[config.mk]
export PLATFORM = sky130hd
export DESIGN_NAME = miriscv_mem_arbiter_flat
export DESIGN_NICKNAME = d
export VERILOG_FILES = /design/src/rtl/miriscv_mem_arbiter_if.sv /design/src/rtl/miriscv_mem_arbiter.sv /design/src/flat_wrapper.sv
export SDC_FILE = /design/constraint.sdc
export NUM_CORES = 1
export LEC_CHECK = 0
export CORE_ASPECT_RATIO = 1.5
export CORE_MARGIN = 3
export CORE_UTILIZATION = 33
export DETAILED_ROUTE_END_ITERATION = 12
export PLACE_DENSITY = 0.82
export SYNTH_ARGS = -nofsm -noshare
export SYNTH_HDL_FRONTEND = slang
export SYNTH_SLANG_ARGS = --single-unit
[constraint.sdc]
create_clock -name clk_i -period 2.6 [get_ports clk_i]
set_clock_uncertainty 0.05 [all_clocks]
set_input_delay 0.52 -clock clk_i [delete_from_list [all_inputs] [get_ports clk_i]]
set_output_delay 0.52 -clock clk_i [all_outputs]
set_load 0.005 [all_outputs]
[src/rtl/miriscv_mem_arbiter_if.sv]
// Bus bundle between the miriscv fetch/LSU ports, the arbiter and unified memory.
interface miriscv_mem_arbiter_if #(
  parameter int unsigned XLEN = 32
);
  localparam int unsigned BE_W = XLEN / 8;

  // Instruction-fetch port
  logic            instr_req_i;
  logic [XLEN-1:0] instr_addr_i;
  logic            instr_rvalid_o;
  logic [XLEN-1:0] instr_rdata_o;

  // LSU data port
  logic            data_req_i;
  logic            data_we_i;
  logic [BE_W-1:0] data_be_i;
  logic [XLEN-1:0] data_addr_i;
  logic [XLEN-1:0] data_wdata_i;
  logic            data_rvalid_o;
  logic [XLEN-1:0] data_rdata_o;

  // Shared memory bus
  logic            mem_req_o;
  logic            mem_we_o;
  logic [BE_W-1:0] mem_be_o;
  logic [XLEN-1:0] mem_addr_o;
  logic [XLEN-1:0] mem_wdata_o;
  logic            mem_rvalid_i;
  logic [XLEN-1:0] mem_rdata_i;

  // Arbiter side
  modport slave (
    input  instr_req_i, instr_addr_i,
    input  data_req_i, data_we_i, data_be_i, data_addr_i, data_wdata_i,
    input  mem_rvalid_i, mem_rdata_i,
    output instr_rvalid_o, instr_rdata_o,
    output data_rvalid_o, data_rdata_o,
    output mem_req_o, mem_we_o, mem_be_o, mem_addr_o, mem_wdata_o
  );

  // Requester/memory side
  modport master (
    output instr_req_i, instr_addr_i,
    output data_req_i, data_we_i, data_be_i, data_addr_i, data_wdata_i,
    output mem_rvalid_i, mem_rdata_i,
    input  instr_rvalid_o, instr_rdata_o,
    input  data_rvalid_o, data_rdata_o,
    input  mem_req_o, mem_we_o, mem_be_o, mem_addr_o, mem_wdata_o
  );
endinterface

[src/rtl/miriscv_mem_arbiter.sv]
// Two-port (fetch/LSU) arbiter onto one single-port memory bus, one transaction
// outstanding, with a watchdog that aborts responses that never arrive.
module miriscv_mem_arbiter #(
  parameter int unsigned     XLEN     = 32,
  parameter int unsigned     ARB_MODE = 0,
  parameter int unsigned     TIMEOUT  = 255,
  parameter logic [XLEN-1:0] ERR_DATA = 32'hDEAD_BEEF
) (
  input  logic                 clk_i,
  input  logic                 arstn_i,
  miriscv_mem_arbiter_if.slave bus,
  output logic                 timeout_o,
  output logic                 busy_o
);
  localparam int unsigned BE_W  = XLEN / 8;
  localparam int unsigned CNT_W = (TIMEOUT > 0) ? $clog2(TIMEOUT + 1) : 1;

  typedef enum logic [1:0] {
    S_IDLE   = 2'd0,
    S_BUSY_I = 2'd1,
    S_BUSY_D = 2'd2
  } state_e;

  state_e          r_state;
  logic            r_last_d;
  logic [CNT_W-1:0] r_cnt;
  logic            r_mem_req;
  logic            r_mem_we;
  logic [BE_W-1:0] r_mem_be;
  logic [XLEN-1:0] r_mem_addr;
  logic [XLEN-1:0] r_mem_wdata;

  logic            w_grant_d;
  logic            w_grant_i;
  logic            w_busy;
  logic            w_abort;
  logic            w_done;
  logic [CNT_W-1:0] w_cnt_inc;
  logic [XLEN-1:0] w_rdata;

  // Arbitration among the requests presented while idle
  always_comb begin
    w_grant_d = 1'b0;
    w_grant_i = 1'b0;
    if (bus.data_req_i && bus.instr_req_i) begin
      if (ARB_MODE == 0) begin
        w_grant_d = 1'b1;
      end else begin
        w_grant_d = !r_last_d;
      end
      w_grant_i = !w_grant_d;
    end else begin
      w_grant_d = bus.data_req_i;
      w_grant_i = bus.instr_req_i;
    end
  end

  // Watchdog: counter value including the current silent cycle reaching TIMEOUT aborts
  assign w_busy    = (r_state != S_IDLE);
  assign w_cnt_inc = (r_cnt == {CNT_W{1'b1}}) ? r_cnt : r_cnt + CNT_W'(1);
  assign w_abort   = (TIMEOUT != 0) && w_busy && !bus.mem_rvalid_i &&
                     (w_cnt_inc == CNT_W'(TIMEOUT));
  assign w_done    = w_busy && (bus.mem_rvalid_i || w_abort);

  // Response routing back to the current winner; memory response beats the abort
  assign w_rdata            = w_abort ? ERR_DATA : bus.mem_rdata_i;
  assign bus.instr_rvalid_o = (r_state == S_BUSY_I) && w_done;
  assign bus.data_rvalid_o  = (r_state == S_BUSY_D) && w_done;
  assign bus.instr_rdata_o  = w_rdata;
  assign bus.data_rdata_o   = w_rdata;
  assign timeout_o          = w_abort;
  assign busy_o             = w_busy;

  assign bus.mem_req_o   = r_mem_req;
  assign bus.mem_we_o    = r_mem_we;
  assign bus.mem_be_o    = r_mem_be;
  assign bus.mem_addr_o  = r_mem_addr;
  assign bus.mem_wdata_o = r_mem_wdata;

  // Arbiter FSM with registered memory-bus fields
  always_ff @(posedge clk_i or negedge arstn_i) begin
    if (!arstn_i) begin
      r_state     <= S_IDLE;
      r_last_d    <= 1'b0;
      r_cnt       <= '0;
      r_mem_req   <= 1'b0;
      r_mem_we    <= 1'b0;
      r_mem_be    <= '0;
      r_mem_addr  <= '0;
      r_mem_wdata <= '0;
    end else begin
      unique case (r_state)
        S_IDLE: begin
          if (w_grant_d || w_grant_i) begin
            r_state     <= w_grant_d ? S_BUSY_D : S_BUSY_I;
            r_last_d    <= w_grant_d;
            r_cnt       <= '0;
            r_mem_req   <= 1'b1;
            r_mem_we    <= w_grant_d & bus.data_we_i;
            r_mem_be    <= w_grant_d ? bus.data_be_i : {BE_W{1'b1}};
            r_mem_addr  <= w_grant_d ? bus.data_addr_i : bus.instr_addr_i;
            r_mem_wdata <= w_grant_d ? bus.data_wdata_i : '0;
          end
        end
        S_BUSY_I, S_BUSY_D: begin
          if (w_done) begin
            r_state   <= S_IDLE;
            r_mem_req <= 1'b0;
          end else begin
            r_cnt <= w_cnt_inc;
          end
        end
        default: begin
          r_state   <= S_IDLE;
          r_mem_req <= 1'b0;
        end
      endcase
    end
  end
endmodule

[src/flat_wrapper.sv]
// flat-port wrapper written by rule: the top's interface ports become plain ports
module miriscv_mem_arbiter_flat 
#(
  parameter int unsigned     XLEN     = 32,
  parameter int unsigned     ARB_MODE = 0,
  parameter int unsigned     TIMEOUT  = 255,
  parameter logic [XLEN-1:0] ERR_DATA = 32'hDEAD_BEEF
)
  (clk_i, arstn_i, timeout_o, busy_o, bus_instr_req_i, bus_instr_addr_i, bus_data_req_i, bus_data_we_i, bus_data_be_i, bus_data_addr_i, bus_data_wdata_i, bus_mem_rvalid_i, bus_mem_rdata_i, bus_instr_rvalid_o, bus_instr_rdata_o, bus_data_rvalid_o, bus_data_rdata_o, bus_mem_req_o, bus_mem_we_o, bus_mem_be_o, bus_mem_addr_o, bus_mem_wdata_o);
  miriscv_mem_arbiter_if #(.XLEN(XLEN)) bus_i ();
  input  logic clk_i;
  input  logic arstn_i;
  output logic timeout_o;
  output logic busy_o;
  input wire logic [$bits(bus_i.instr_req_i)-1:0] bus_instr_req_i;
  input wire logic [$bits(bus_i.instr_addr_i)-1:0] bus_instr_addr_i;
  input wire logic [$bits(bus_i.data_req_i)-1:0] bus_data_req_i;
  input wire logic [$bits(bus_i.data_we_i)-1:0] bus_data_we_i;
  input wire logic [$bits(bus_i.data_be_i)-1:0] bus_data_be_i;
  input wire logic [$bits(bus_i.data_addr_i)-1:0] bus_data_addr_i;
  input wire logic [$bits(bus_i.data_wdata_i)-1:0] bus_data_wdata_i;
  input wire logic [$bits(bus_i.mem_rvalid_i)-1:0] bus_mem_rvalid_i;
  input wire logic [$bits(bus_i.mem_rdata_i)-1:0] bus_mem_rdata_i;
  output wire logic [$bits(bus_i.instr_rvalid_o)-1:0] bus_instr_rvalid_o;
  output wire logic [$bits(bus_i.instr_rdata_o)-1:0] bus_instr_rdata_o;
  output wire logic [$bits(bus_i.data_rvalid_o)-1:0] bus_data_rvalid_o;
  output wire logic [$bits(bus_i.data_rdata_o)-1:0] bus_data_rdata_o;
  output wire logic [$bits(bus_i.mem_req_o)-1:0] bus_mem_req_o;
  output wire logic [$bits(bus_i.mem_we_o)-1:0] bus_mem_we_o;
  output wire logic [$bits(bus_i.mem_be_o)-1:0] bus_mem_be_o;
  output wire logic [$bits(bus_i.mem_addr_o)-1:0] bus_mem_addr_o;
  output wire logic [$bits(bus_i.mem_wdata_o)-1:0] bus_mem_wdata_o;
  assign bus_i.instr_req_i = bus_instr_req_i;
  assign bus_i.instr_addr_i = bus_instr_addr_i;
  assign bus_i.data_req_i = bus_data_req_i;
  assign bus_i.data_we_i = bus_data_we_i;
  assign bus_i.data_be_i = bus_data_be_i;
  assign bus_i.data_addr_i = bus_data_addr_i;
  assign bus_i.data_wdata_i = bus_data_wdata_i;
  assign bus_i.mem_rvalid_i = bus_mem_rvalid_i;
  assign bus_i.mem_rdata_i = bus_mem_rdata_i;
  assign bus_instr_rvalid_o = bus_i.instr_rvalid_o;
  assign bus_instr_rdata_o = bus_i.instr_rdata_o;
  assign bus_data_rvalid_o = bus_i.data_rvalid_o;
  assign bus_data_rdata_o = bus_i.data_rdata_o;
  assign bus_mem_req_o = bus_i.mem_req_o;
  assign bus_mem_we_o = bus_i.mem_we_o;
  assign bus_mem_be_o = bus_i.mem_be_o;
  assign bus_mem_addr_o = bus_i.mem_addr_o;
  assign bus_mem_wdata_o = bus_i.mem_wdata_o;
  miriscv_mem_arbiter #(.XLEN(XLEN), .ARB_MODE(ARB_MODE), .TIMEOUT(TIMEOUT), .ERR_DATA(ERR_DATA)) u_core (.clk_i(clk_i), .arstn_i(arstn_i), .bus(bus_i), .timeout_o(timeout_o), .busy_o(busy_o));
endmodule
==> flow_metrics.tcl, run 1 <==
set metrics [dict create \
    power.internal_w 0.00448 \
    cts_buffers 9 \
    overflow 0 \
    power_frac_comb 0.488 \
    seqPwrFrac 0.323 \
    wl_per_cell_um 18.6 \
    start_util 0.338 \
    fin_ws_ns -0.554 \
    powerDensity_mw_per_mm2 869 \
    ir_drop_uv 564 \
    cts_tree "yes" \
    routabilityCongestion 0.939 \
    ys.flop_type "dfrtp_1" \
    end_kind "primary output" \
    dpl_cell_area_mm2 0.00700 \
    synthTopCellsByArea "dfrtp_1 (49%), mux2i_1 (7.8%), a22o_1 (7.3%)" \
    vias_per_cell 5.06 \
    die_h_um 142 \
    path_clk_slew_ns 0.06 \
    drt_iter0_drc 271 \
    p_switching_w 0.00223 \
    cts_num_sinks 80 \
    hpwl_mm 11.4 \
    dr.pass1.iters 5 \
    period_needed_ns 3.15 \
    num_vias 4261 \
    area_growth_pct 88.7 \
    cp_max_fo 9 \
    worst_pin_slew_ns 0.644 \
    violations "setup timing" \
    final-setup-viol-count 67 \
    slew_headroom 0.568 \
    postSynthCellCount 402 \
    swShare 0.332 \
    min_period_over_period 1.21 \
    routed_wl_mm 15.7 \
    timing.setup.tns_ns -29.36 \
    netlist_area_mm2 0.00409 \
    yosysUniqueCellTypes 46 \
    cp.arrival_ns 2.58 \
    syn_nets 544 \
    yosysTopAreaCell "dfrtp_1" \
    die-area_mm2 0.0138 \
    die_w_um 96.9 \
    path_class "reg -> out" \
    ys_ff_latch 80 \
    nNetsFinal 826 \
    async_reset_ff_frac 1.00 \
    maxCapViolCount 0 \
    worstPathRequired_ns 2.03 \
    hold_viol 0 \
    cts_buffer_depth 2 \
    max_freq_ghz 0.317 \
    root_buffer "clkbuf_16" \
    ios 276 \
    cts_max_level 3 \
    syn_area_per_cell_um2 10.2 \
    coreArea_mm2 0.0121 \
    r2r_cells 11 \
    yosysMostFrequentCell "dfrtp_1" \
    port_buffers 275 \
    start_kind "flop" \
    place_ws_ns -0.628 \
    clk_latency_ns 0.33 \
    synth_edf_count 0 \
    rsz0062_at_grt "yes" \
    postRouteAntennaNets 0 \
    fin_area_mm2 0.00771 \
    grt.total_usage 0.209 \
    yosys_warnings 0 \
    synth.yosys.seq_area_share 0.490 \
    leakage_nw 3.45 \
    hp-class "in -> async" \
    grt_pass1_vias 4483 \
    antenna_found_initial 1 \
    yosysTopAreaCellShare 0.490 \
    outcome "complete, but fails checks" \
    finalMaxSlewViolations 0 \
    grt_max_degree 85 \
    cts_hold_buf 0 \
    antenna_cells 0 \
    drc 0 \
    rows 49 \
    fillers 934 \
    synth_common_cells "dfrtp_1 (80), o21ai_0 (42), nand2_1 (38)" \
    grt_pass1_wl_mm 22.9 \
    pwr-share-clk 0.189 \
    layout-drive-gt1-share 0.279 \
]
placed cells by master (no fill, tap or decap), types with 2 or more instances in the layout:
cell type / n
dfrtp_1: 79
o21ai_0: 42
clkbuf_2: 16
and2_4: 2
nand4_1: 3
o22a_1: 4
nand3_1: 3
nor3_2: 3
a22o_1: 34
buf_4: 40
nor2b_4: 5
buf_2: 5
nor2_2: 2
a22oi_1: 4
clkinvlp_4: 2
and4_1: 2
o211ai_1: 4
clkdlybuf4s50_1: 206
a31oi_1: 3
inv_1: 11
clkbuf_16: 11
o32ai_1: 2
nor2b_2: 4
buf_6: 54
buf_12: 5
nor2_1: 7
or2_4: 24
nand2_1: 38
mux2i_1: 32
a21oi_1: 6
ha_1: 3
and3_1: 2
clkinv_4: 2
final cells by class:
class | count | area (µm²) | share of cell area
clock buffer | 10 | 229 | 0.0297
tap | 153 | 191 | 0.0248
timing repair buffer | 329 | 3250 | 0.422
sequential | 80 | 2000 | 0.260
inverter | 13 | 55.1 | 0.00714
multi-input combinational | 251 | 1910 | 0.248
clock inverter | 6 | 68.8 | 0.00892
power by group through the flow:
stage | Clock, W | Combinational (W) | Sequential [W]
after floorplan | 0 | 0.00114 | 0.00219
after global placement | 0 | 0.00303 | 0.00213
after detailed placement | 0 | 0.00315 | 0.00217
after CTS | 0.00129 | 0.00317 | 0.00217
after global routing | 0.00135 | 0.00355 | 0.00224
final | 0.00127 | 0.00327 | 0.00216
sequential cells by signal, summed over array words and instances, names as in the netlist:
signal	count
u_core.r_state	2
u_core.bus.mem_addr_o	32
u_core.bus.mem_we_o	1
u_core.bus.mem_req_o	1
u_core.bus.mem_wdata_o	32
u_core.r_cnt	8
u_core.bus.mem_be_o	4
critical path, cell delays in order, from the launching register on:
cell and delay, ns:
dfrtp_1 0.41, buf_4 0.19, a2bb2oi_2 0.15, a31oi_1 0.07
or4_4 0.53, nor4_4 0.17, buf_6 0.15, buf_12 0.12
clkbuf_16 0.14, or2_4 0.13, buf_12 0.10, buf_6 0.08
worst paths after layout:
path | startpoint | slack, ns | endpoint
worst min-delay path | arstn_i | 0.11 | u_core.bus.mem_addr_o[2]$_DFFE_PN0P_
worst min register to register | u_core.bus.mem_addr_o[1]$_DFFE_PN0P_ | 0.43 | u_core.bus.mem_addr_o[1]$_DFFE_PN0P_
worst max-delay path | u_core.r_cnt[2]$_DFFE_PN0P_ | -0.55 | bus_data_rdata_o[10]
max in group asynchronous | arstn_i | 1.78 | u_core.bus.mem_wdata_o[1]$_DFFE_PN0P_
worst max register to register | u_core.r_cnt[2]$_DFFE_PN0P_ | 0.10 | u_core.bus.mem_req_o$_DFFE_PN0P_
min in group clk_i | u_core.bus.mem_addr_o[1]$_DFFE_PN0P_ | 0.43 | u_core.bus.mem_addr_o[1]$_DFFE_PN0P_
through the flow:
| step | utilization | hold slack, ns | power [W] | cells |
|---|---|---|---|---|
| floorplan | - | 0.174 | 0.00333 | 402 |
| global placement | 0.579 | 0.410 | 0.00517 | 807 |
| detailed placement | 0.579 | 0.421 | 0.00531 | 807 |
| CTS | 0.615 | 0.121 | 0.00663 | 832 |
| global route | 0.639 | 0.137 | 0.00713 | 842 |
| finish | 0.639 | 0.108 | 0.00670 | 842 |
kinds of logic after synthesis:
logic type               count (synthesis)  synth area share
AO/OA/AOI/OAI                          112             0.187
XOR/XNOR                                 1           0.00214
adder cells (fa/ha/maj)                  4            0.0122
buffers and inverters                   71            0.0980
flip-flops                              80             0.490
multiplexers                            32            0.0784
AND/OR/NAND/NOR                        102             0.132
layer usage:
| layer | global-route usage | up-vias | share of wire |
|---|---|---|---|
| li1 | - | 1952 | - |
| met1 | 0.209 | 2003 | 0.34 |
| met2 | 0.399 | 258 | 0.54 |
| met3 | 0.0647 | 46 | 0.083 |
| met4 | 0.0814 | 2 | 0.036 |
| met5 | 0 | - | 0.00083 |
what timing repair did:
item	4_1_cts	5_1_grt
endpoints found under the setup margin	72	74
hold endpoints to repair	0	0
gates cloned	1	2
gates resized for setup	160	190
setup buffers	8	9
pin swaps	4	12
Power figures use the tool's default switching activity.
==> run 2: changes to the inputs <==
--- a/config.mk
+++ b/config.mk
@@ -10,6 +10,7 @@
 export CORE_UTILIZATION = 33
 export DETAILED_ROUTE_END_ITERATION = 12
 export PLACE_DENSITY = 0.82
+export SKIP_CTS_REPAIR_TIMING = 1
 export SYNTH_ARGS = -nofsm -noshare
 export SYNTH_HDL_FRONTEND = slang
 export SYNTH_SLANG_ARGS = --single-unit
==> run 2 against run 1 <==
Net effect: the run still ends with setup timing left; worst setup slack got worse by 0.0084 ns; count of clock-buffer cells in the layout did not move; global-route usage fell by 0.59 points; sequential share of layout area rose by 0.51 points; final area fell by 1.9%; die area did not move; clock power barely moved; worst hold slack improved by 0.0033 ns; utilization fell by 1.2 points; first-iteration DRC count fell by 14%; highest routed layer unchanged.
==> flow_metrics.tcl, run 2 (synthesis results as in run 1) <==
set metrics [dict create \
    ir_drop_uv 563 \
    die_w_um 96.9 \
    start_util 0.338 \
    end_kind "primary output" \
    maxCapViolCount 0 \
    port_buffers 275 \
    clk_latency_ns 0.33 \
    period_needed_ns 3.16 \
    cpMaxStageDelayCell "or4_4" \
    fin_area_mm2 0.00756 \
    cts_max_level 3 \
    slew_headroom 0.635 \
    max_freq_ghz 0.316 \
    finalMaxSlewViolations 0 \
    rr_startpoint "u_core.r_cnt[1]$_DFFE_PN0P_" \
    worst_path_largest_cell_delay_ns 0.54 \
    min_period_over_period 1.22 \
    antenna_cells 0 \
    place_ws_ns -0.628 \
    finalPower_w 0.00663 \
    antenna_found_initial 1 \
    area_growth_pct 85.1 \
    hold_viol 0 \
    final_common_cell "clkdlybuf4s50_1" \
    post-route-util 0.626 \
    grt_max_degree 85 \
    dr.pass1.iters 4 \
    cts_num_sinks 80 \
    cp.buffers_inverters 4 \
    cp_cell_sequence "ha_4 -> a2bb2oi_2 -> a31oi_1 -> or4_4 -> nor4_4 -> buf_6 -> clkbuf_16 -> buf_8 -> or2_4 -> clkbuf_2" \
    ios 276 \
    layout-drive-gt1-share 0.271 \
    cts_buffer_depth 2 \
    grt_pass1_vias 4377 \
    path_class "reg -> out" \
    rsz0062_at_grt "yes" \
    wl_per_cell_um 18.2 \
    nNetsFinal 827 \
    routed_wl_mm 15.4 \
    root_buffer "clkbuf_16" \
    leakage_nw 3.41 \
    fin_ws_ns -0.562 \
    routabilityCongestion 0.939 \
    drc 0 \
    outcome "complete, but fails checks" \
    path_clk_slew_ns 0.06 \
    final-setup-viol-count 68 \
    grt.total_usage 0.203 \
    cp.arrival_ns 2.59 \
    dp.cells 807 \
    start_kind "flop" \
    die-area_mm2 0.0138 \
    drt_iter0_drc 233 \
    powerDensity_mw_per_mm2 876 \
    rows 49 \
    cts_tree "yes" \
    hpwl_mm 11.4 \
    dpl_cell_area_mm2 0.00700 \
    final_cell_mix "clkdlybuf4s50_1 (206), dfrtp_1 (79), o21ai_0 (42)" \
    coreArea_mm2 0.0121 \
    layoutNonFillerInstCount 843 \
    cts_buffers 9 \
    postRouteAntennaNets 0 \
    die_h_um 142 \
    hp-class "in -> async" \
    grt_pass1_wl_mm 22.3 \
    vias_per_cell 5.03 \
    num_vias 4241 \
    crit_start "u_core.r_cnt[1]$_DFFE_PN0P_" \
    violations "setup timing" \
    worst_pin_slew_ns 0.547 \
    cpLargestDelayFamily "simple AND/OR/NAND/NOR gates" \
    worstPathRequired_ns 2.03 \
    overflow 0 \
    cp_max_fo 6 \
]
[run 2: cell count changes in the layout (fill, tap and decap cells not counted), moves of 3 or more]
| cell | previous run | this run |
|---|---|---|
| or2_2 | 0 | 7 |
| a22oi_1 | 4 | 1 |
| clkbuf_2 | 16 | 35 |
| buf_8 | 0 | 3 |
| or2_4 | 24 | 17 |
| buf_6 | 54 | 35 |
| a22oi_2 | 1 | 4 |
[run 2: worst register-to-register path, cell delays in order, from the launching register on]
cell and delay (ns):
dfrtp_1 0.41, ha_4 0.20, a2bb2oi_2 0.13, a31oi_1 0.05
or4_4 0.54, nor4_4 0.24, buf_6 0.19, buf_12 0.12
buf_6 0.11, buf_4 0.10, buf_4 0.10, o31ai_1 0.07
a22o_1 0.18
[run 2: worst paths after layout]
path,endpoint,slack (ns),cells after the start
setup / recovery,bus_data_rdata_o[21],-0.56,10
hold / removal,u_core.bus.mem_addr_o[2]$_DFFE_PN0P_,0.11,1
setup reg to reg,u_core.bus.mem_req_o$_DFFE_PN0P_,-0.01,12
hold reg to reg,u_core.bus.mem_addr_o[1]$_DFFE_PN0P_,0.43,2
max in group asynchronous,u_core.bus.mem_wdata_o[1]$_DFFE_PN0P_,1.77,2
min in group clk_i,u_core.bus.mem_addr_o[1]$_DFFE_PN0P_,0.43,2
[run 2: metrics by stage]
step / setup TNS, ns / hold WS [ns]
floorplan: -0.123 / 0.174
global placement: -34.44 / 0.410
detailed placement: -37.02 / 0.421
CTS: -54.16 / 0.121
global route: -40.41 / 0.137
finish: -33.56 / 0.111
[run 2: report_power, final]
group	internal (W)	switching (W)	total (W)
Clock	0.000749	0.000514	0.00126
Combinational	0.00187	0.00133	0.00320
Sequential	0.00182	0.000345	0.00217
Total	0.00444	0.00219	0.00663
[run 2: cell type report]
type	instances	area, µm²
clock buffer	10	229
clock inverter	6	68.8
inverter	13	52.6
multi-input combinational	251	1860
sequential	80	2000
fill	956	4510
timing repair buffer	330	3160
tap	153	191
[run 2: per-layer routing]
metal / track usage / vias up / routed length (µm)
met4: 0.0740 / 2 / 470
met3: 0.0687 / 33 / 1310
met2: 0.390 / 234 / 8330
li1: - / 1958 / -
met5: 0 / - / 13
met1: 0.200 / 2014 / 5240
